`config.mk`:
```
export PLATFORM = sky130hd
export DESIGN_NAME = pc_fetch_unit
export DESIGN_NICKNAME = d
export VERILOG_FILES = /design/src/rtl/pc_fetch_unit_pkg.sv /design/src/rtl/pc_fetch_unit_next_pc_calc.sv /design/src/rtl/pc_fetch_unit.sv
export SDC_FILE = /design/constraint.sdc
export NUM_CORES = 1
export LEC_CHECK = 0
export ABC_CLOCK_PERIOD_IN_PS = 4700
export BUFFER_PORTS_ARGS = -buffer_cell sky130_fd_sc_hd__buf_2
export CORE_UTILIZATION = 25
export CTS_CLUSTER_DIAMETER = 120
export DETAILED_ROUTE_END_ITERATION = 12
export PLACE_DENSITY = 0.54
export SKIP_CTS_REPAIR_TIMING = 1
export SYNTH_ARGS = -nofsm -noshare
export SYNTH_HDL_FRONTEND = slang
export SYNTH_SLANG_ARGS = --single-unit
```
`constraint.sdc`:
```
create_clock -name clk -period 4.7 [get_ports clk]
set_input_delay 0.47 -clock clk [delete_from_list [all_inputs] [get_ports clk]]
set_output_delay 0.47 -clock clk [all_outputs]
set_load 0.01 [all_outputs]
```
`src/rtl/pc_fetch_unit_pkg.sv`:
```
// Shared defines for the fetch path: FSM encoding, reset PC, instruction fields, opcodes, ALU ops.
// Pure declarations, no latency or backpressure of its own.
package pc_fetch_unit_pkg;

    typedef enum logic [1:0] {
        ST_FETCH = 2'b00,
        ST_EXEC  = 2'b01,
        ST_HALT  = 2'b10
    } state_t;

    localparam logic [31:0] DEF_RESET_PC   = 32'h0000_0000;
    localparam logic [7:0]  DEF_WAIT_LIMIT = 8'd255;

    // Instruction field positions
    localparam int OP_MSB    = 31;
    localparam int OP_LSB    = 26;
    localparam int FUNCT_MSB = 5;
    localparam int FUNCT_LSB = 0;
    localparam int TGT_MSB   = 25;
    localparam int IMM_MSB   = 15;

    typedef enum logic [5:0] {
        OP_RTYPE = 6'h00,
        OP_J     = 6'h02,
        OP_JAL   = 6'h03,
        OP_BEQ   = 6'h04,
        OP_BNE   = 6'h05,
        OP_ADDI  = 6'h08,
        OP_LW    = 6'h23,
        OP_SW    = 6'h2B
    } opcode_t;

    typedef enum logic [5:0] {
        FN_JR   = 6'h08,
        FN_JALR = 6'h09,
        FN_ADD  = 6'h20,
        FN_SUB  = 6'h22
    } funct_t;

    typedef enum logic [2:0] {
        ALUOP_ADD   = 3'd0,
        ALUOP_SUB   = 3'd1,
        ALUOP_AND   = 3'd2,
        ALUOP_OR    = 3'd3,
        ALUOP_SLT   = 3'd4,
        ALUOP_FUNCT = 3'd5
    } aluop_t;

endpackage

```
`src/rtl/pc_fetch_unit_next_pc_calc.sv`:
```
// Next-PC select: jr/jalr, jump, taken branch, else sequential.
// Purely combinational; no backpressure.
module next_pc_calc
    import pc_fetch_unit_pkg::*;
(
    input  logic [31:0]      i_pc_plus4,
    input  logic [TGT_MSB:0] i_inst_idx,
    input  logic             i_jump,
    input  logic             i_jump_reg,
    input  logic             i_branch,
    input  logic             i_zero,
    input  logic             i_reverse,
    input  logic [31:0]      i_rs_data,
    output logic [31:0]      o_next_pc
);

    logic [31:0] w_br_tgt;
    logic [31:0] w_j_tgt;

    assign w_br_tgt = i_pc_plus4 + {{14{i_inst_idx[IMM_MSB]}}, i_inst_idx[IMM_MSB:0], 2'b00};
    assign w_j_tgt  = {i_pc_plus4[31:28], i_inst_idx, 2'b00};

    // Reverse flips the zero sense so one input serves both beq and bne
    always_comb begin
        o_next_pc = i_pc_plus4;
        if (i_jump_reg && i_jump) begin
            o_next_pc = i_rs_data;
        end else if (i_jump) begin
            o_next_pc = w_j_tgt;
        end else if (i_branch && (i_zero ^ i_reverse)) begin
            o_next_pc = w_br_tgt;
        end
    end

endmodule

```
`src/rtl/pc_fetch_unit.sv`:
```
// PC/fetch sequencer: FETCH waits on MIO_ready (instruction valid 1 cycle later), EXEC holds on Mem_busy,
// HALT after fetch timeout until reset. Misaligned targets are truncated and flagged.
module pc_fetch_unit
    import pc_fetch_unit_pkg::*;
#(
    parameter logic [31:0] RESET_PC   = DEF_RESET_PC,
    parameter logic [7:0]  WAIT_LIMIT = DEF_WAIT_LIMIT
) (
    input  logic        clk,
    input  logic        rst,
    input  logic        MIO_ready,
    input  logic [31:0] Inst_in,
    input  logic        Mem_busy,
    input  logic        Jump,
    input  logic        JumpReg,
    input  logic        Branch,
    input  logic        Reverse,
    input  logic        Zero,
    input  logic [31:0] Rs_data,
    output logic        Inst_req,
    output logic [31:0] Inst_addr,
    output logic [31:0] PC,
    output logic [31:0] PC_plus4,
    output logic [31:0] Inst_out,
    output logic        Inst_valid,
    output logic        Timeout,
    output logic        Misalign
);

    state_t      r_state;
    state_t      w_state_nxt;
    logic [31:0] r_pc;
    logic [31:0] r_inst;
    logic [7:0]  r_wait_cnt;
    logic        r_timeout;
    logic        r_misalign;
    logic [31:0] w_pc_plus4;
    logic [31:0] w_next_pc;
    logic        w_wait_expired;

    assign w_pc_plus4     = r_pc + 32'd4;
    assign w_wait_expired = (r_wait_cnt == WAIT_LIMIT);

    next_pc_calc u_next_pc_calc (
        .i_pc_plus4 (w_pc_plus4),
        .i_inst_idx (r_inst[TGT_MSB:0]),
        .i_jump     (Jump),
        .i_jump_reg (JumpReg),
        .i_branch   (Branch),
        .i_zero     (Zero),
        .i_reverse  (Reverse),
        .i_rs_data  (Rs_data),
        .o_next_pc  (w_next_pc)
    );

    always_comb begin
        w_state_nxt = r_state;
        case (r_state)
            ST_FETCH: begin
                if (MIO_ready) begin
                    w_state_nxt = ST_EXEC;
                end else if (w_wait_expired) begin
                    w_state_nxt = ST_HALT;
                end
            end
            ST_EXEC: begin
                if (!Mem_busy) begin
                    w_state_nxt = ST_FETCH;
                end
            end
            ST_HALT: w_state_nxt = ST_HALT;
            default: w_state_nxt = ST_FETCH;
        endcase
    end

    always_ff @(posedge clk) begin
        if (rst) begin
            r_state    <= ST_FETCH;
            r_pc       <= RESET_PC;
            r_inst     <= 32'd0;
            r_wait_cnt <= 8'd0;
            r_timeout  <= 1'b0;
            r_misalign <= 1'b0;
        end else begin
            r_state <= w_state_nxt;
            if (r_state == ST_FETCH) begin
                if (MIO_ready) begin
                    r_inst     <= Inst_in;
                    r_wait_cnt <= 8'd0;
                end else if (w_wait_expired) begin
                    r_timeout <= 1'b1;
                end else begin
                    r_wait_cnt <= r_wait_cnt + 8'd1;
                end
            end
            if ((r_state == ST_EXEC) && !Mem_busy) begin
                r_pc <= {w_next_pc[31:2], 2'b00};
                if (w_next_pc[1:0] != 2'b00) begin
                    r_misalign <= 1'b1;
                end
            end
        end
    end

    // Request/valid are gated by rst so nothing is issued during the reset cycle
    assign Inst_req   = (r_state == ST_FETCH) && !rst;
    assign Inst_valid = (r_state == ST_EXEC) && !rst;
    assign Inst_addr  = r_pc;
    assign PC         = r_pc;
    assign PC_plus4   = w_pc_plus4;
    assign Inst_out   = r_inst;
    assign Timeout    = r_timeout;
    assign Misalign   = r_misalign;

endmodule

```
==> results of run 1 <==
## per-stage QoR
stage / util / area, um^2 / std cells / hold WS, ns
CTS: 0.311 / 7310 / 1271 / 0.349
detailed placement: 0.299 / 7020 / 1255 / 0.444
finish: 0.311 / 7310 / 1271 / 0.363
floorplan: - / 5990 / 804 / 0.444
global placement: 0.299 / 7020 / 1255 / 0.441
global route: 0.311 / 7310 / 1271 / 0.358
## cell usage after synthesis (7+ instances only)
library cell    n  area, um^2
a211oi_1       27         203
a21o_1          9        67.6
a21oi_1        96         480
a31oi_1         8        50.1
and2_1          7        43.8
and3_1          8        50.1
buf_1           8        30.0
buf_4          36         270
clkbuf_1       29         109
dfxtp_1        74        1480
ha_1           37         463
inv_1          11        41.3
mux2i_1        25         250
nand2_1       136         510
nand3_1        24         120
nand4_1         8        50.1
nor2_1         61         229
nor3_1         19        95.1
o211ai_1        8        60.1
o21ai_0        41         205
xnor2_1        28         245
xor2_1         20         175
## layout by cell type (no fill, tap or decap), drive strengths merged, types with 2 or more instances in the layout
cell     netlist  layout
a221oi         3       3
inv           11      11
nand3b         2       2
xor2          20      20
conb           1       6
o2111ai        2       2
nand2b         4       4
nand3         26      26
a21oi         96      96
clkbuf        29      10
o21ai         44      44
nand4          9       9
a21o           9       9
o31ai          5       5
dfxtp         74      74
or3            6       6
o21a           2       2
o211ai         8       8
mux2i         25      25
nor3b          2       2
and3           9       9
buf           46     207
a21boi         2       2
a22oi          3       3
clkinv         0       4
a211oi        28      28
and2           7       7
and4           4       4
mux2           2       2
xnor2         30      30
nand2        136     136
nand4b         3       3
nor3          21      21
a311o          2       2
nor2          61      61
a31oi          8       8
nor2b          4       4
ha            37      37
o21bai         4       4
## sequential cells by signal, summed over array words and instances, names as in the netlist
register    cells
Inst_out       32
Inst_addr      30
r_wait_cnt      8
Misalign        1
Timeout         1
r_state         2
## per-layer routing
metal / GRT usage / part of all wire / up-vias
met4: 0.0551 / 0.021 / 0
met3: 0.0357 / 0.054 / 24
met2: 0.294 / 0.46 / 209
met1: 0.228 / 0.46 / 2931
met5: 0 / 0 / -
li1: - / - / 3103
## critical path, cell delays in order, from the launching register on
cell and delay [ns]:
dfxtp_1 0.45, ha_1 0.24, nand3_2 0.14, or2_4 0.33, nor3_1 0.50, nand2_1 0.13, xnor2_1 0.19, ha_1 0.39
nand2_1 0.09, nor3_1 0.24, and2_1 0.16, o31a_1 0.28, o21ai_0 0.16, xnor2_1 0.14, mux2i_1 0.17, o21ai_0 0.10
a31o_2 0.25
## logic make-up after synthesis
kind of cell / count (synthesis) / synth area share
AOI/OAI and AO/OA: 225 / 0.236
muxes: 27 / 0.0457
and+or+nand+nor: 298 / 0.235
xor gates and xnor gates: 50 / 0.0759
buffers and inverters: 86 / 0.0772
adders and majority gates: 38 / 0.0809
DFF: 74 / 0.248
other: 1 / 0.000628
## power groups by stage
stage / Combinational, mW / Clock (mW) / Sequential (mW)
detailed placement: 0.390 / 0 / 0.712
global placement: 0.392 / 0 / 0.711
CTS: 0.392 / 0.718 / 0.698
floorplan: 0.248 / 0 / 0.712
global route: 0.435 / 0.750 / 0.704
finish: 0.390 / 0.699 / 0.698
## cell type report
class	count	area (um^2)
Inverter	11	41.3
Timing Repair Buffer	207	1060
Clock buffer	10	229
Multi-Input combinational cell	644	4040
Clock inverter	6	57.6
Tap cell	319	399
Fill cell	2572	16200
Sequential cell	74	1480
## final timing paths
check / start / to / slack [ns]
worst max register to register: Inst_addr[2]$_SDFFE_PP0P_ / Inst_addr[27]$_SDFFE_PP0P_ / 0.61
worst min-delay path: Inst_in[12] / Inst_out[12]$_SDFFE_PP0P_ / 0.36
worst min register to register: Inst_out[30]$_SDFFE_PP0P_ / Inst_out[30]$_SDFFE_PP0P_ / 0.45
worst max-delay path: Inst_addr[2]$_SDFFE_PP0P_ / Inst_addr[27]$_SDFFE_PP0P_ / 0.61
==> results.toml, run 1 <==
[run_status]
status = "finished, final reports clean"

[logic_synthesis]
ys_types = 69
syn_inst = 799
ys_seq_area_frac = 0.248
syn_area_um2 = 5970
synth_flop_cell = "dfxtp_1"
ys_warn_count = 0
async_reset_ff_frac = 0
syn_area_per_cell_um2 = 7.47
synth-edff-count = 0
ys_ff_latch = 74

[layout]
nets = 1058
syn_to_final_growth_pct = 22.5
diodes = 0
drive_gt1_frac = 0.256

[global_route]
overflow = 0
grt_pass1_vias = 5907
grt_use_total = 0.177
grt_max_degree = 40
antenna_found_initial = 0
grt_pass1_wl_um = 33000

[pwr]
clockPowerShare = 0.391
intPower_mw = 1.21
ir_drop_uv = 152
sw_frac_of_total = 0.320
p_leak_nw = 3.41
pwr-share-comb = 0.218
p_total_mw = 1.79
powerDensity_nw_per_um2 = 245
seq_power_share = 0.391
p_switching_mw = 0.573

[detailed_routing]
remaining_drc_errors = 0
routed_wl_um = 21400
drtAntennaViolNets = 0
drt_first_pass_iters = 5
dr_total_vias = 6267
via_per_inst = 4.93
wire_per_inst_um = 16.8
drtIter0Drc = 312

[floorplan]
initial_utilization = 0.254
ioPinCount = 205
row_count = 56
coreArea_um2 = 23500
dieWidth_um = 156
chipHeight_um = 156
dieArea_um2 = 24500

[clock_network]
clock_path_buffers = 2
clock_tree.root_cell = "clkbuf_16"
cts_sinks = 74
path_clk_slew_ns = 0.06
tritoncts = "yes"
cts_buffers = 9
clock_latency_ns = 0.34
h-tree-depth = 3

[placed_design]
finalWeightedCongestion = 0.869
place_ws_ns = 0.593
place.detailed.hpwl_um = 16400
io_buffers = 198

[worst_setup_path]
end_kind = "register"
criticalPathCategory = "register to register"
path_max_fanout = 8
cp_data_required_time_ns = 4.93
critical_path_arrival_ns = 4.32
critPathLaunchType = "register"
rr_worst_depth = 16

[worst_hold_path]
hold-path-cell-count = 3
hold_class = "input port to register"

[sta]
period_needed_ns = 4.09
setup_tns_ns = 0
tightest_slew_ns = 0.958
slew_headroom = 0.362
setup_viol = 0
fin_ws_ns = 0.615
finalClockSkew_ns = 0.00821
rsz0062_at_grt = "false"
fmax_ghz = 0.245
finalHoldViolations = 0
finalCritPeriodShare = 0.869
maxSlewViolCount = 0

[run]
cap_violations = 0
Power figures use the tool's default switching activity.
==> inputs of run 2 (changes only) <==
--- a/config.mk
+++ b/config.mk
@@ -5,12 +5,14 @@
 export SDC_FILE = /design/constraint.sdc
 export NUM_CORES = 1
 export LEC_CHECK = 0
+export ABC_AREA = 1
 export ABC_CLOCK_PERIOD_IN_PS = 4700
 export BUFFER_PORTS_ARGS = -buffer_cell sky130_fd_sc_hd__buf_2
 export CORE_UTILIZATION = 25
 export CTS_CLUSTER_DIAMETER = 120
 export DETAILED_ROUTE_END_ITERATION = 12
-export PLACE_DENSITY = 0.54
+export MAX_ROUTING_LAYER = met4
+export PLACE_DENSITY = 0.53
 export SKIP_CTS_REPAIR_TIMING = 1
 export SYNTH_ARGS = -nofsm -noshare
 export SYNTH_HDL_FRONTEND = slang
==> results.toml, run 2 <==
[detailed_routing]
via_per_inst = 4.80
wire_per_inst_um = 17.7
drt_first_pass_iters = 5
drtAntennaViolNets = 0
dr_total_vias = 8046
routed_wl_um = 29700
remaining_drc_errors = 0
drtIter0Drc = 586

[worst_setup_path]
path_max_fanout = 7
critPathMaxStageDelay_ns = 0.52
end_kind = "register"
critical_path_arrival_ns = 3.93
criticalPathCategory = "register to register"
cp_data_required_time_ns = 4.91
crit_chain = "ha_1, nand3_1, inv_2, nand2_1, inv_2, nand3_2, xor2_1, inv_1, ha_1, nand2_1, nor2_1, inv_1, nor3_1, o21ai_0, nand4_1, nand3_1, a21oi_1, nor2_1"
cp_slowest_cell = "dfxtp_1"
critPathLaunchType = "register"

[clock_network]
tritoncts = "yes"
cts_sinks = 74
clock_latency_ns = 0.36
clock_path_buffers = 2
cts_buffers = 9
path_clk_slew_ns = 0.07
clock_tree.root_cell = "clkbuf_16"
h-tree-depth = 3

[logic_synthesis]
synth-edff-count = 0
synth_top_area_frac = 0.217
ys_ff_latch = 74
ys_warn_count = 0
syn_area_per_cell_um2 = 5.80
yosysMostFrequentCell = "nand2_1"
syn_area_um2 = 6830
yosys.area.top_type = "dfxtp_1"
synthTopCellsByArea = "dfxtp_1, nand2_1, nor2_1"
synth_flop_cell = "dfxtp_1"
async_reset_ff_frac = 0
syn_inst = 1176
ys_types = 47
synth_commonest_cells = "nand2_1, nor2_1, inv_1"
ys_seq_area_frac = 0.217

[sta]
maxSlewViolCount = 0
finalHoldViolations = 0
slew_headroom = 0.185
setup_viol = 0
period_needed_ns = 3.72
finalCritPeriodShare = 0.791
setup_tns_ns = 0
fmax_ghz = 0.269
rsz0062_at_grt = "false"
finalClockSkew_ns = 0.0110
fin_ws_ns = 0.982
tightest_slew_ns = 1.22

[floorplan]
dieWidth_um = 167
initial_utilization = 0.254
coreArea_um2 = 26900
dieArea_um2 = 28000
ioPinCount = 205
chipHeight_um = 167
row_count = 60

[pwr]
p_switching_mw = 0.684
clockPowerShare = 0.375
sw_frac_of_total = 0.355
intPower_mw = 1.24
ir_drop_uv = 143
powerDensity_nw_per_um2 = 235
seq_power_share = 0.380
p_leak_nw = 4.38
pwr-share-comb = 0.245

[layout]
fillCellCount = 3062
drive_gt1_frac = 0.186
diodes = 0
fin_cells = 1677
final_cell_mix = "nand2_1, buf_2, nor2_1, inv_1, o21ai_0"
syn_to_final_growth_pct = 20.2
final_common_cell = "nand2_1"
nets = 1443
finalInstanceArea_um2 = 8210
largest_register_ffs = 32
post-route-util = 0.305

[placed_design]
finalWeightedCongestion = 0.977
placed_area_um2 = 7910
io_buffers = 198
place_ws_ns = 0.999
place.detailed.hpwl_um = 24300
placed_cells = 1662

[global_route]
overflow = 0
grt_pass1_vias = 7412
grt_use_total = 0.216
grt_max_degree = 41
antenna_found_initial = 1
grt_pass1_wl_um = 44200

[worst_hold_path]
hold_class = "input port to register"

[run_status]
status = "finished, final reports clean"

[run]
cap_violations = 0
run 2: cell count changes after synthesis, moves of 8 or more:
cell and delta:
nand2_1 +197, inv_1 +136, nor2_1 +126, o21ai_0 +40
nand3_1 +39, a21oi_1 -27, xnor2_1 -26, a211oi_1 -25
mux2i_1 -25, nor3_1 -12, clkbuf_1 -11, and3_1 -8
run 2: area by class of cell:
cell class | count | area [um^2] | area share
Clock buffer | 9 | 225 | 0.0274
Clock inverter | 6 | 67.6 | 0.00823
Inverter | 153 | 574 | 0.0700
Multi-Input combinational cell | 892 | 4410 | 0.537
Sequential cell | 74 | 1480 | 0.181
Tap cell | 341 | 427 | 0.0520
Timing Repair Buffer | 202 | 1020 | 0.124
run 2: power groups by stage:
stage                     clock (mW)  sequential (mW)  combinational [mW]
final                          0.722            0.733               0.472
after detailed placement           0            0.746               0.468
after CTS                      0.738            0.732               0.471
after floorplan                    0            0.737               0.281
after global placement             0            0.746               0.469
after global routing           0.756            0.739               0.524
run 2: metrics by stage:
step | hold slack, ns | total power, mW
after detailed placement | 0.443 | 1.21
after floorplan | 0.454 | 1.02
final | 0.336 | 1.93
after CTS | 0.320 | 1.94
after global routing | 0.342 | 2.02
after global placement | 0.444 | 1.21
run 2: worst max-delay path: cells and delay by family (launching register included):
| kind | cells | cell delay, ns |
|---|---|---|
| xor+xnor | 1 | 0.25 |
| fa+ha+maj | 2 | 0.81 |
| compound gates | 2 | 0.32 |
| simple gates | 9 | 1.23 |
| buf+inv | 4 | 0.45 |
| flops | 1 | 0.52 |
run 2: final timing paths:
check | startpoint | to | slack, ns | depth (start not counted)
worst max-delay path | Inst_addr[2]$_SDFFE_PP0P_ | Inst_addr[24]$_SDFFE_PP0P_ | 0.98 | 18
worst min-delay path | Inst_in[29] | Inst_out[29]$_SDFFE_PP0P_ | 0.34 | 3
worst max register to register | Inst_addr[2]$_SDFFE_PP0P_ | Inst_addr[24]$_SDFFE_PP0P_ | 0.98 | 18
worst min register to register | Misalign$_SDFFE_PP0P_ | Misalign$_SDFFE_PP0P_ | 0.45 | 2
run 2: per-layer routing:
metal | vias up | GRT usage | wire (um)
li1 | 4019 | - | -
met1 | 3649 | 0.289 | 13700
met2 | 339 | 0.326 | 12800
met3 | 39 | 0.0447 | 2480
met4 | 0 | 0.0638 | 718
met5 | - | - | 0
run 2: kinds of logic (layout without fill, tap and decap cells):
| logic type | after synthesis | count (layout) | share of synthesized area |
|---|---|---|---|
| compound gates | 190 | 190 | 0.155 |
| xor+xnor | 19 | 19 | 0.0244 |
| fa+ha+maj | 38 | 38 | 0.0707 |
| buf+inv | 215 | 370 | 0.140 |
| flops | 74 | 74 | 0.217 |
| other cells | 1 | 6 | 0.000549 |
| simple gates | 639 | 639 | 0.392 |
==> inputs of run 3 (changes only) <==
--- a/config.mk
+++ b/config.mk
@@ -6,7 +6,7 @@
 export NUM_CORES = 1
 export LEC_CHECK = 0
 export ABC_AREA = 1
-export ABC_CLOCK_PERIOD_IN_PS = 4700
+export ABC_CLOCK_PERIOD_IN_PS = 3800
 export BUFFER_PORTS_ARGS = -buffer_cell sky130_fd_sc_hd__buf_2
 export CORE_UTILIZATION = 25
 export CTS_CLUSTER_DIAMETER = 120
==> constraint.sdc (replaced) <==
create_clock -name clk -period 3.8 [get_ports clk]
set_input_delay 0.38 -clock clk [delete_from_list [all_inputs] [get_ports clk]]
set_output_delay 0.38 -clock clk [all_outputs]
set_load 0.01 [all_outputs]
==> results.toml, run 3 (same netlist as run 2, synthesis figures left out) <==
[detailed_routing]
remaining_drc_errors = 0
dr_total_vias = 8097
drtIter0Drc = 550
wire_per_inst_um = 17.8
via_per_inst = 4.78
drt_first_pass_iters = 5
drtAntennaViolNets = 0
routed_wl_um = 30200

[layout]
largest_register_ffs = 32
nets = 1458
diodes = 0
syn_to_final_growth_pct = 22.3
finalInstanceArea_um2 = 8350
post-route-util = 0.311
fillCellCount = 3133
drive_gt1_frac = 0.197
final_common_cell = "nand2_1"
final_cell_mix = "nand2_1, buf_2, nor2_1, inv_1, o21ai_0"

[sta]
finalHoldViolations = 0
finalClockSkew_ns = 0.0120
slew_headroom = 0.338
tightest_slew_ns = 0.987
period_needed_ns = 3.53
rsz0062_at_grt = "false"
setup_viol = 0
maxSlewViolCount = 0
setup_tns_ns = 0
whs_ns = 0.249
finalCritPeriodShare = 0.928
fmax_ghz = 0.283

[worst_setup_path]
critPathLaunchType = "register"
cp_data_required_time_ns = 4.01
criticalPathCategory = "register to register"
path_max_fanout = 7
critical_path_arrival_ns = 3.74
rr_worst_depth = 17
r2r_end = "Inst_addr[27]$_SDFFE_PP0P_"
regToRegSetupSlack_ns = 0.27
timing.rr.start = "Inst_addr[4]$_SDFFE_PP0P_"
end_kind = "register"

[clock_network]
path_clk_slew_ns = 0.07
clock_tree.root_cell = "clkbuf_16"
cts_buffers = 9
clock_path_buffers = 2
tritoncts = "yes"
h-tree-depth = 3
cts_sinks = 74
clock_latency_ns = 0.35

[global_route]
overflow = 0
grt_pass1_wl_um = 45800
grt_pass1_vias = 7812
antenna_found_initial = 1
grt_max_degree = 38
grt_use_total = 0.223

[run]
cap_violations = 0

[pwr]
intPower_mw = 1.57
p_leak_nw = 4.47
seq_power_share = 0.370
clockPowerShare = 0.381
p_switching_mw = 0.852
pwr-share-comb = 0.249
ir_drop_uv = 214
p_total_mw = 2.43
powerDensity_nw_per_um2 = 291
sw_frac_of_total = 0.351

[worst_hold_path]
hold_class = "input port to register"
hold-path-cell-count = 3
hold_end = "Inst_out[1]$_SDFFE_PP0P_"
hold_path_startpoint = "Inst_in[1]"

[run_status]
status = "finished, final reports clean"

[floorplan]
row_count = 60
coreArea_um2 = 26900
ioPinCount = 205
dieArea_um2 = 28000
chipHeight_um = 167
dieWidth_um = 167
initial_utilization = 0.254

[placed_design]
finalWeightedCongestion = 0.954
placed_area_um2 = 8030
place.detailed.hpwl_um = 24800
io_buffers = 198
run 3: changes by cell type in the layout (fill, tap and decap cells not counted):
| cell | previous run | this run |
|---|---|---|
| clkinv_2 | 1 | 0 |
| buf_4 | 4 | 19 |
| clkbuf_8 | 0 | 1 |
| xor2_1 | 17 | 16 |
| nor2_1 | 187 | 186 |
| nor2_2 | 5 | 6 |
| inv_8 | 0 | 1 |
| xor2_2 | 0 | 1 |
run 3: worst max-delay path, stage by stage (launching register included):
cell and delay [ns]:
dfxtp_1 0.50, nand2_2 0.15, nor2_2 0.19, nand2_2 0.15, nor2_2 0.22, nand3_1 0.12, xor2_1 0.24, inv_1 0.18
ha_1 0.38, nand2_1 0.14, nor2_1 0.21, nand2_1 0.11, nor4_1 0.19, nand2_1 0.14, nand3_1 0.11, nand3_1 0.14
a21oi_1 0.17, nor2_1 0.05
run 3: metrics by stage:
step,setup slack [ns],std cells
2_1_floorplan,0.897,1181
3_3_place_gp,0.219,1677
3_5_place_dp,0.208,1677
4_1_cts,0.183,1693
5_1_grt,0.00446,1693
6_report,0.272,1693
run 3: how the worst max path moves through the flow:
stage                                    startpoint                          to  slack [ns]  cells after the start
after floorplan           Inst_addr[2]$_SDFFE_PP0P_  Inst_addr[27]$_SDFFE_PP0P_        0.90                     21
after global placement    Inst_addr[3]$_SDFFE_PP0P_  Inst_addr[17]$_SDFFE_PP0P_        0.22                     18
after detailed placement  Inst_addr[3]$_SDFFE_PP0P_  Inst_addr[17]$_SDFFE_PP0P_        0.21                     18
after CTS                 Inst_addr[3]$_SDFFE_PP0P_  Inst_addr[17]$_SDFFE_PP0P_        0.18                     18
after global routing      Inst_addr[4]$_SDFFE_PP0P_  Inst_addr[27]$_SDFFE_PP0P_       0.004                     17
final                     Inst_addr[4]$_SDFFE_PP0P_  Inst_addr[27]$_SDFFE_PP0P_        0.27                     17
run 3: routing by layer:
| layer | track usage | vias to the layer above | part of all wire |
|---|---|---|---|
| met3 | 0.0449 | 39 | 0.068 |
| met2 | 0.339 | 290 | 0.44 |
| met4 | 0.0702 | 0 | 0.027 |
| li1 | - | 4051 | - |
| met5 | - | - | 0 |
| met1 | 0.295 | 3717 | 0.47 |
run 3: power groups by stage:
stage	Sequential [mW]	Combinational, mW	Clock [mW]
detailed placement	0.913	0.602	0
CTS	0.896	0.605	0.947
global placement	0.912	0.602	0
global route	0.906	0.673	0.986
floorplan	0.911	0.348	0
finish	0.897	0.604	0.925
run 3: cell type report:
type,count,area [um^2],share of cell area
Inverter,153,574,0.0688
Clock inverter,6,73.8,0.00884
Tap cell,341,427,0.0511
Sequential cell,74,1480,0.177
Clock buffer,10,239,0.0286
Timing Repair Buffer,217,1130,0.136
Multi-Input combinational cell,892,4420,0.529
